$ cat src/rtl/wb_rr_interconnect.sv
// Shared-bus Wishbone interconnect with N masters and M slaves. Round-robin arbitration locks
// the bus for a whole CYC. Address decode uses per-slave masks. Unmapped addresses and slave
// timeouts raise a bus error.
module wb_rr_interconnect #(
   parameter int N_M = 4,
   parameter int N_S = 6,
   parameter int ADDR_W = 32,
   parameter int DATA_W = 32,
   parameter int DEC_W = 3,
   parameter logic [N_S*DEC_W-1:0] S_ADDR = '0,
   parameter logic [N_S*DEC_W-1:0] S_MASK = '1,
   parameter int TIMEOUT = 255
) (
   input  logic                      sys_clk,
   input  logic                      sys_rst,
   input  logic [N_M*ADDR_W-1:0]     m_adr_i,
   input  logic [N_M*DATA_W-1:0]     m_dat_i,
   input  logic [N_M*DATA_W/8-1:0]   m_sel_i,
   input  logic [N_M*3-1:0]          m_cti_i,
   input  logic [N_M-1:0]            m_we_i,
   input  logic [N_M-1:0]            m_cyc_i,
   input  logic [N_M-1:0]            m_stb_i,
   output logic [DATA_W-1:0]         m_dat_o,
   output logic [N_M-1:0]            m_ack_o,
   output logic [N_M-1:0]            m_err_o,
   output logic [ADDR_W-1:0]         s_adr_o,
   output logic [DATA_W-1:0]         s_dat_o,
   output logic [DATA_W/8-1:0]       s_sel_o,
   output logic [2:0]                s_cti_o,
   output logic                      s_we_o,
   output logic [N_S-1:0]            s_cyc_o,
   output logic [N_S-1:0]            s_stb_o,
   input  logic [N_S*DATA_W-1:0]     s_dat_i,
   input  logic [N_S-1:0]            s_ack_i,
   input  logic [N_S-1:0]            s_err_i
);

   localparam int SEL_W = DATA_W / 8;
   localparam int LW = (N_M > 1) ? $clog2(N_M) : 1;
   localparam int TW = (TIMEOUT > 0) ? $clog2(TIMEOUT + 1) : 1;

   typedef enum logic {IDLE, GRANT} state_t;

   state_t          state, state_nx;
   logic [N_M-1:0]  grant, grant_nx, pick;
   logic [LW-1:0]   last, last_nx, cand, g_idx;
   logic [TW-1:0]   tmo_cnt, tmo_nx;
   logic            err_r, err_nx;
   logic            found, found_s, granted, bus_cyc, bus_stb;
   logic            any_hit, t_ack, t_err, tmo_err;
   logic [DEC_W-1:0] dec;
   logic [N_S-1:0]  hit, s_sel;
   logic [DATA_W-1:0] rdat;

   // Rotating-priority search: start one past the last served master and wrap.
   always_comb begin
      pick = '0;
      found = 1'b0;
      cand = '0;
      for (int k = 1; k <= N_M; k++) begin
         cand = LW'((int'(last) + k) % N_M);
         if (!found && m_cyc_i[cand]) begin
            pick[cand] = 1'b1;
            found = 1'b1;
         end
      end
   end

   always_comb begin
      g_idx = '0;
      s_adr_o = '0;
      s_dat_o = '0;
      s_sel_o = '0;
      s_cti_o = '0;
      s_we_o = 1'b0;
      for (int j = 0; j < N_M; j++) begin
         if (grant[j]) begin
            g_idx = LW'(j);
            s_adr_o = m_adr_i[j*ADDR_W +: ADDR_W];
            s_dat_o = m_dat_i[j*DATA_W +: DATA_W];
            s_sel_o = m_sel_i[j*SEL_W +: SEL_W];
            s_cti_o = m_cti_i[j*3 +: 3];
            s_we_o = m_we_i[j];
         end
      end
   end

   assign granted = (state == GRANT);
   assign bus_cyc = granted & |(m_cyc_i & grant);
   assign bus_stb = granted & |(m_stb_i & grant);
   // The top address bit is the cache-bypass shadow and takes no part in decode.
   assign dec = s_adr_o[ADDR_W-2 -: DEC_W];

   always_comb begin
      hit = '0;
      s_sel = '0;
      found_s = 1'b0;
      rdat = '0;
      for (int i = 0; i < N_S; i++) begin
         hit[i] = ((dec ^ S_ADDR[i*DEC_W +: DEC_W]) & S_MASK[i*DEC_W +: DEC_W]) == '0;
         if (!found_s && hit[i]) begin
            s_sel[i] = 1'b1;
            found_s = 1'b1;
            rdat = s_dat_i[i*DATA_W +: DATA_W];
         end
      end
   end

   assign any_hit = |hit;
   assign t_ack = bus_cyc & |(s_ack_i & s_sel);
   assign t_err = bus_cyc & |(s_err_i & s_sel);
   // A slave ack in the timeout cycle takes precedence over the timeout error.
   assign tmo_err = (TIMEOUT != 0) && bus_stb && bus_cyc && any_hit && !t_ack && !t_err
                    && (tmo_cnt == TW'(TIMEOUT));

   assign s_cyc_o = bus_cyc ? s_sel : '0;
   assign s_stb_o = (bus_cyc & bus_stb) ? s_sel : '0;
   assign m_dat_o = (granted & any_hit) ? rdat : '0;
   assign m_ack_o = t_ack ? grant : '0;
   assign m_err_o = (t_err | err_r | tmo_err) ? grant : '0;

   // Arbitration, bus lock, miss-error pulse and timeout counting.
   always_comb begin
      state_nx = state;
      grant_nx = grant;
      last_nx = last;
      err_nx = 1'b0;
      tmo_nx = '0;
      case (state)
         IDLE: begin
            if (|m_cyc_i) begin
               grant_nx = pick;
               state_nx = GRANT;
            end
         end
         GRANT: begin
            if (!bus_cyc) begin
               last_nx = g_idx;
               grant_nx = '0;
               state_nx = IDLE;
            end else begin
               err_nx = bus_stb & !any_hit & !err_r;
               if (bus_stb && any_hit && !t_ack && !t_err && (tmo_cnt != TW'(TIMEOUT)))
                  tmo_nx = tmo_cnt + TW'(1);
            end
         end
         default: state_nx = IDLE;
      endcase
   end

   always_ff @(posedge sys_clk) begin
      if (sys_rst) begin
         state <= IDLE;
         grant <= '0;
         last <= LW'(N_M - 1);
         tmo_cnt <= '0;
         err_r <= 1'b0;
      end else begin
         state <= state_nx;
         grant <= grant_nx;
         last <= last_nx;
         tmo_cnt <= tmo_nx;
         err_r <= err_nx;
      end
   end

endmodule

$ cat config.mk
export PLATFORM = sky130hd
export DESIGN_NAME = wb_rr_interconnect
export DESIGN_NICKNAME = d
export VERILOG_FILES = /design/src/rtl/wb_rr_interconnect.sv
export SDC_FILE = /design/constraint.sdc
export NUM_CORES = 1
export LEC_CHECK = 0
export ABC_AREA = 1
export BUFFER_PORTS_ARGS = -buffer_cell sky130_fd_sc_hd__buf_2
export CORE_AREA = 8 8 235 237
export CTS_BUF_LIST = sky130_fd_sc_hd__clkbuf_4 sky130_fd_sc_hd__clkbuf_8 sky130_fd_sc_hd__clkbuf_16
export CTS_CLUSTER_DIAMETER = 40
export DETAILED_ROUTE_END_ITERATION = 7
export DIE_AREA = 0 0 243 245
export PLACE_DENSITY_LB_ADDON = 0.2
export SLEW_MARGIN = 30
export SYNTH_ARGS = -nofsm -noshare
export SYNTH_HDL_FRONTEND = slang
export SYNTH_SLANG_ARGS = --single-unit
$ cat constraint.sdc
create_clock -name sys_clk -period 2.5 [get_ports sys_clk]
set_clock_uncertainty 0.1 [all_clocks]
set_input_delay 0.5 -clock sys_clk [delete_from_list [all_inputs] [get_ports sys_clk]]
set_output_delay 0.5 -clock sys_clk [all_outputs]
set_load 0.01 [all_outputs]
### Word level (Yosys, flattened, before mapping)

Cells that the tools add are included.

| storage, ports and cells | value |
|---|---|
| register bits after elaboration | 16 |
| output and inout bits | 124 |
| logic and storage cells | 158 |

| operators by class | value |
|---|---|
| reduce and logical (&&, ||, !) cells | 43 |
| equality and inequality tests | 4 |
| add/sub/neg operators | 5 |
| magnitude comparators | 8 |
| muxes and demuxes | 73 |
| bitwise operators | 20 |

Operator list:

| kind | count |
|---|---|
| 32-bit 2-to-1 mux | 15 |
| 4-bit 2-to-1 mux | 12 |
| 1-bit 2-to-1 mux | 28 |
| 1-bit logical AND | 21 |
| 4-bit OR reduction | 4 |
| 6-bit bitwise AND | 2 |
| 1-bit logical NOT | 12 |
| 2-bit by 3-bit < comparator with 1-bit output (second input constant) | 4 |
| 3-bit 2-to-1 mux | 4 |
| 6-bit 2-to-1 mux | 2 |
| 4-bit bitwise OR | 3 |
| 6-bit OR reduction | 2 |
| 8-bit by 1-bit adder with 8-bit output (second input constant) | 1 |
| 1-bit bitwise AND | 8 |
| 4-bit bitwise AND | 2 |
| 1-bit binary-select mux with 2-bit select | 4 |
| 1-bit demux with 2-bit select | 4 |
| 8-bit equality test (second input constant) | 1 |
| 2-bit by 1-bit greater-or-equal comparator with 1-bit output (second input constant) | 4 |
| 8-bit != test (second input constant) | 1 |
| 4-bit one-hot mux with 2 select lines | 1 |
| 2-bit by 1-bit adder with 2-bit output (second input constant) | 2 |
| 2-bit adder (second input constant) | 2 |
| 2-bit 2-to-1 mux | 2 |
| other kinds (7) | 12 |

### Logic depth before layout (Yosys ltp)

Gate-level depths: netlist of the first run.

| depth | value |
|---|---|
| word-level depth | 30 |
| gate-level depth with buffers | 12 |
| mapped depth without buffers | 11 |

### Least setup slack after synthesis of the first run

No wires, ideal clock.

| timing | value |
|---|---|
| path type | input port to output port |
| from | input port m_adr_i[29] |
| to | output port m_dat_o[10] |
| path slack | 0.447 ns |
| data arrival time | 1.453 ns |
| buffers on the path | 1 |
| stages | 8 |
| cells stage by stage | nand2_1 nor2_1 a21boi_1 nand2_1 nor2_4 nand3_2 buf_2 nor2_1 |

| on the way | value |
|---|---|
| word-level cells in the longest chain between the ends | 22 |

RTL lines:

| element | line | source |
|---|---|---|
| start, declared | 16 | `input logic [N_M*ADDR_W-1:0] m_adr_i,` |
| 32-bit 2-to-1 mux * (4 in a row) | 77 | `if (grant[j]) begin` |
| via s_adr_o[29] | 26 | `output logic [ADDR_W-1:0] s_adr_o,` |
| 3-bit logical NOT * | 100 | `hit[i] = ((dec ^ S_ADDR[i*DEC_W +: DEC_W]) & S_MASK[i*DEC_W +: DEC_W]) == '0;` |
| 1-bit 2-to-1 mux | 101 | `if (!found_s && hit[i]) begin` |
| 1-bit logical NOT | 101 |  |
| 1-bit logical AND | 101 |  |
| 1-bit 2-to-1 mux | 101 |  |
| 1-bit logical NOT | 101 |  |
| [... 4 more ...] | n/a |  |
| 1-bit 2-to-1 mux | 101 |  |
| 1-bit logical NOT | 101 |  |
| 1-bit logical AND | 101 |  |
| 1-bit 2-to-1 mux | 101 |  |
| 1-bit logical NOT | 101 |  |
| 1-bit logical AND | 101 |  |
| 32-bit 2-to-1 mux | 101 |  |
| 32-bit 2-to-1 mux * | 118 | `assign m_dat_o = (granted & any_hit) ? rdat : '0;` |
| end, declared | 23 | `output logic [DATA_W-1:0] m_dat_o,` |

Mark *: on every way through the listed nets, which the timed path passes. The rest lies on a longest branch.

### Worst setup path in the final report of the first run

| timing | value |
|---|---|
| from | register grant[1] |
| to | output port s_dat_o[8] |

| on the way | value |
|---|---|
| word-level cells in the longest chain between the ends | 3 |

RTL lines:

| element | line | source |
|---|---|---|
| start, declared | 45 | `logic [N_M-1:0] grant, grant_nx, pick;` |
| start signal, assigned | 160 | `grant <= grant_nx;` |
| 32-bit 2-to-1 mux (3 in a row) | 77 |  |
| end, declared | 27 | `output logic [DATA_W-1:0] s_dat_o,` |

No other way between the ends.

==> flow_metrics.tcl, run 1 <==
set metrics [dict create \
    cts_buffers 3 \
    cpPeakStageDelay_ns 0.38 \
    vias_per_cell 3.540 \
    grt.total_usage 0.08805 \
    grt_pass1_wl_um 40570 \
    gp_congestion 0.8200 \
    hold_ws_ns 0.3566 \
    cpMostUsedCell "buf_8" \
    first_pass_iters 4 \
    path_clk_slew_ns 0.05 \
    syn_inst 691 \
    drive_above_1_share 0.5798 \
    die_w_um 243 \
    worstMarginPinSlew_ns 0.8586 \
    syn-cell-area_um2 3665 \
    slowest_stage "dfxtp_4" \
    drc 0 \
    rrSetupSlack_ns 0.22 \
    first_global_vias 6340 \
    hpwlAfterDp_um 23640 \
    vias 6546 \
    violations "setup timing" \
    crit_path_end "s_dat_o[8]" \
    ctsHoldBuffers 0 \
    crit_fanout 8 \
    post-place-ws_ns -0.1455 \
    critPathArrivalTime_ns 2.03 \
    min_path_type "flop to flop" \
    powerDensity_nw_per_um2 778.0 \
    fin_ws_ns -0.1306 \
    yosys_warnings 0 \
    yosysUniqueCellTypes 32 \
    finalSetupViolCount 77 \
    drt_wl_total_um 31030 \
    r2r_start "grant[1]" \
    yosys-top-cells-area "a22oi_1, nand2_1, nor2_1" \
    core_um2 51710 \
    crit_chain "buf_8, nor2_4, buf_8, buf_16, buf_4, a22oi_2, nor2_2, a21oi_2, o21ai_2, buf_2" \
    r2r-end "tmo_cnt[7]" \
    rows 84 \
    detail_route.iter0.violations 280 \
    relSlewSlack 0.4276 \
    antenna_found_initial 11 \
    synthArstFlopShare 0 \
    min_period_ns 2.631 \
    power.ir.vdd_worst_mv 0.2813 \
    worst_setup_path_start_kind "flop" \
    rsz0062_at_grt "yes" \
    synth_top_area_cell "a22oi_1" \
    numClockSinks 16 \
    synth_enable_flop_cells 0 \
    ff2ff_path_depth 14 \
    die_area_um2 59540 \
    required_ns 1.90 \
    drv_cap 0 \
    critPathLaunch "grant[1]" \
    grt_max_degree 83 \
    worstSetupEndpointType "primary output" \
    outcome "finished, violations left" \
    fill_cells 5996 \
    grt-ovfl-total 0 \
    maxSlewViolCount 0 \
    numPortBuffers 445 \
    netlist.area_leader.share 0.1413 \
    clockBufferDepth 2 \
    synth_seq_cells 16 \
    antenna_left 0 \
    area_delta_synth_final_pct 124.0 \
    cts_tree "done" \
    critPathKind "flop to primary output" \
    clock_latency_ns 0.24 \
    seq_area_frac_synth 0.08740 \
    routedWlPerCell_um 16.78 \
    fin_nets 1671 \
    finalHoldViolations 0 \
    htreeDepth 1 \
    root_buffer "clkbuf_16" \
    die_y_um 245 \
    synthFlopType "dfxtp_1" \
    start_util 0.07087 \
    post-route-period-util 1.052 \
    synth.avg_cell_area_um2 5.304 \
    max_freq_ghz 0.3801 \
    io_pins 626 \
    p_leak_uw 0.003987 \
]
-- cell usage after synthesis (3+ instances only) --
library cell	instances
nand4_1	6
nand3_1	30
a22oi_1	69
dfxtp_1	16
a21oi_1	72
buf_4	12
nor2_2	12
clkbuf_1	24
inv_1	59
inv_2	5
o21ai_0	62
xor2_1	3
nand2_1	136
o21ai_1	10
buf_2	21
nand3_2	3
xnor2_1	3
buf_1	3
nand2_2	5
ha_1	9
nor2_1	116
-- routing by layer --
metal  GRT usage  share of wire
met5           0         0.0020
met2      0.1553           0.48
met1      0.1049           0.42
met4     0.01146          0.010
met3     0.03022          0.083
-- placed cells by master (no fill, tap or decap), drive strengths merged --
cell,instances
buf,509
nand2,141
nor2,130
a21oi,73
o21ai,72
a22oi,69
inv,64
nand3,34
dfxtp,16
clkbuf,11
conb,10
ha,9
nand4,8
xnor2,3
xor2,3
diode,2
o211ai,2
nor3,2
a21boi,1
clkinv,1
a41oi,1
-- worst min path at each step --
stage | cells past startpoint | endpoint | from
final | 1 | tmo_cnt[0] | tmo_cnt[0]
after CTS | 1 | tmo_cnt[0] | tmo_cnt[0]
after global routing | 1 | tmo_cnt[0] | tmo_cnt[0]
after global placement | 1 | tmo_cnt[0] | tmo_cnt[0]
after floorplan | 1 | tmo_cnt[0] | tmo_cnt[0]
after detailed placement | 1 | tmo_cnt[0] | tmo_cnt[0]
-- critical path: cells and delay by family, from the launching register on --
| kind | cells | cell delay [ns] |
|---|---|---|
| buffers and inverters | 5 | 0.76 |
| flip-flops | 1 | 0.38 |
| AND/OR/NAND/NOR | 2 | 0.31 |
| AO/OA/AOI/OAI | 3 | 0.31 |
-- registers in the layout, summed over array words and instances, names as in the netlist --
signal,flops
grant,4
err_r,1
tmo_cnt,8
granted,1
last,2
-- where the power goes --
part           internal (uW)  switching (uW)
clock network            243            97.3
registers                296            53.5
logic                   2520            3180
total                   3050            3330
-- kinds of logic after synthesis --
| family | after synthesis | share of synthesized area |
|---|---|---|
| adders and majority gates | 9 | 0.03073 |
| other | 1 | 0.001023 |
| buffers and inverters | 126 | 0.1506 |
| and+or+nand+nor | 315 | 0.3670 |
| DFF | 16 | 0.08740 |
| AOI/OAI and AO/OA | 218 | 0.3489 |
| xor gates and xnor gates | 6 | 0.01434 |
-- metrics by stage --
step           power [uW]  setup TNS, ns  instance area [um2]  utilization  cells
2_1_floorplan        2594              0                 3699            -    700
3_3_place_gp         4616        -0.9797                 6888       0.1332   1816
3_5_place_dp         4579        -0.8408                 6888       0.1332   1816
4_1_cts              5766         -3.622                 7541       0.1458   1836
5_1_grt              6950         -14.46                 8208       0.1587   1848
6_report             6388         -4.774                 8210       0.1588   1849
-- layout make-up --
cell class / count / area [um2] / share of cell area
diodes: 2 / 5.005 / 0.0006096
multi-input cells: 558 / 3416 / 0.4160
repair buffers: 516 / 3258 / 0.3968
well taps: 688 / 860.8 / 0.1048
flip-flops and latches: 16 / 335.3 / 0.04084
inverters: 65 / 246.5 / 0.03002
clock buffers: 4 / 88.84 / 0.01082
-- timing repair --
item	in CTS	in global routing
endpoints found under the setup margin	84	109
pin swaps	17	44
cloned	5	7
gates resized for setup	103	151
buffers inserted	13	9
Note: power is estimated with default switching activity, not from simulation.
==> run 2: changes to the inputs <==
--- a/config.mk
+++ b/config.mk
@@ -12,7 +12,8 @@
 export CTS_CLUSTER_DIAMETER = 40
 export DETAILED_ROUTE_END_ITERATION = 7
 export DIE_AREA = 0 0 243 245
-export PLACE_DENSITY_LB_ADDON = 0.2
+export MAX_ROUTING_LAYER = met4
+export PLACE_DENSITY_LB_ADDON = 0.3
 export SLEW_MARGIN = 30
 export SYNTH_ARGS = -nofsm -noshare
 export SYNTH_HDL_FRONTEND = slang
==> flow_metrics.tcl, run 2 (synthesis results as in run 1) <==
set metrics [dict create \
    hold_ws_ns 0.3646 \
    relSlewSlack 0.5223 \
    rows 84 \
    fin_nets 1667 \
    core_um2 51710 \
    slowest_stage "dfxtp_4" \
    outcome "finished, violations left" \
    grt-ovfl-total 0 \
    numClockSinks 16 \
    rsz0062_at_grt "yes" \
    die_y_um 245 \
    worst_setup_path_start_kind "flop" \
    detail_route.iter0.violations 307 \
    worstSetupEndpointType "primary output" \
    first_global_vias 6427 \
    gp_congestion 0.8196 \
    top_regs "tmo_cnt (8), grant (4), last (2)" \
    cpPeakStageDelay_ns 0.41 \
    htreeDepth 1 \
    min_path_type "flop to flop" \
    die_w_um 243 \
    drc 0 \
    finalSetupViolCount 40 \
    powerDensity_nw_per_um2 730.9 \
    path_clk_slew_ns 0.05 \
    ctsHoldBuffers 0 \
    area_delta_synth_final_pct 108.3 \
    clock_latency_ns 0.24 \
    io_pins 626 \
    routedWlPerCell_um 14.45 \
    fill_cells 6024 \
    min_period_ns 2.563 \
    max_freq_ghz 0.3901 \
    power_frac_comb 0.879 \
    top_register "tmo_cnt" \
    hpwlAfterDp_um 21560 \
    finalPower_uw 5580 \
    final_util 0.1476 \
    p_leak_uw 0.003923 \
    antenna_left 0 \
    layout_common_cells "buf_2, nand2_1, nor2_1, a21oi_1, a22oi_1" \
    crit_fanout 4 \
    crit_buf_inv 5 \
    power.ir.vdd_worst_mv 0.3111 \
    finalHoldViolations 0 \
    critical_path_depth 12 \
    multi_input_area_um2 3038 \
    drive_above_1_share 0.5143 \
    vias_per_cell 3.529 \
    post-route-period-util 1.025 \
    numPortBuffers 445 \
    switching_power_uw 2968 \
    p_int_uw 2611 \
    die_area_um2 59540 \
    min_path_cells 1 \
    crit_chain "buf_6, nor2_2, a21oi_2, nand2_2, nor2_4, buf_6, nand4_1, nand3_2, buf_12, nand2_2, inv_1, buf_6" \
    pwr-share-clk 0.059 \
    required_ns 1.90 \
    p_sw_frac 0.5320 \
    critPathArrivalTime_ns 1.96 \
    ff2ff_path_depth 14 \
    drt_wl_total_um 26710 \
    seqPwrFrac 0.063 \
    grt.total_usage 0.07887 \
    worstMarginPinSlew_ns 0.7165 \
    first_pass_iters 5 \
    violations "setup timing" \
    cpMostUsedCell "buf_6" \
    regArea_um2 335.3 \
    critPathKind "flop to primary output" \
    vias 6521 \
    clockBufferDepth 2 \
    dpl.cell_count 1819 \
    drv_cap 0 \
    maxSlewViolCount 0 \
    cts_buffers 3 \
    antenna_found_initial 7 \
    post-place-ws_ns 0.004823 \
    start_util 0.07087 \
    grt_max_degree 89 \
    fin_ws_ns -0.06336 \
    grt_pass1_wl_um 36490 \
    largest_reg_flops 8 \
    root_buffer "clkbuf_16" \
    critical_path.top_delay_family "buffers and inverters" \
    final_cells 1848 \
    layout_commonest_cell "buf_2" \
    cts_tree "done" \
]
run 2: layout make-up:
cell class	count	share of cell area
diodes	5	0.001639
clock buffers	4	0.01082
inverters	65	0.03262
multi-input cells	558	0.3980
flip-flops and latches	16	0.04393
well taps	688	0.1128
repair buffers	512	0.4003
run 2: metal layers:
metal  GRT usage  share of wire  vias up
met2      0.1268           0.46      367
met4     0.01358          0.018        0
li1            -              -     3241
met1     0.09892           0.44     2891
met5           -              0        -
met3     0.02250          0.085       22
run 2: path summary, 6_finish.rpt:
check | from | end | slack (ns)
setup / recovery | grant[1] | m_err_o[2] | -0.06
hold / removal | tmo_cnt[0] | tmo_cnt[0] | 0.36
setup reg to reg | grant[2] | tmo_cnt[4] | 0.38
hold reg to reg | tmo_cnt[0] | tmo_cnt[0] | 0.36
run 2: power groups by stage:
stage	Sequential [uW]	Clock, uW	Combinational, uW
after floorplan	330	0	2260
after global placement	345	0	4140
after detailed placement	346	0	4140
after CTS	352	338	4580
after global routing	357	347	5390
final	349	328	4900
run 2: timing repair:
action,in CTS,in global routing
pin swaps,12,14
gates cloned,2,5
endpoints found under the setup margin,98,78
gates resized for setup,68,63
buffers inserted,8,6
run 2: through the flow:
step / instance area (um2) / setup TNS, ns
floorplan: 3699 / 0
global placement: 6898 / 0
detailed placement: 6898 / 0
CTS: 7333 / -2.848
global route: 7631 / -7.661
finish: 7634 / -1.148
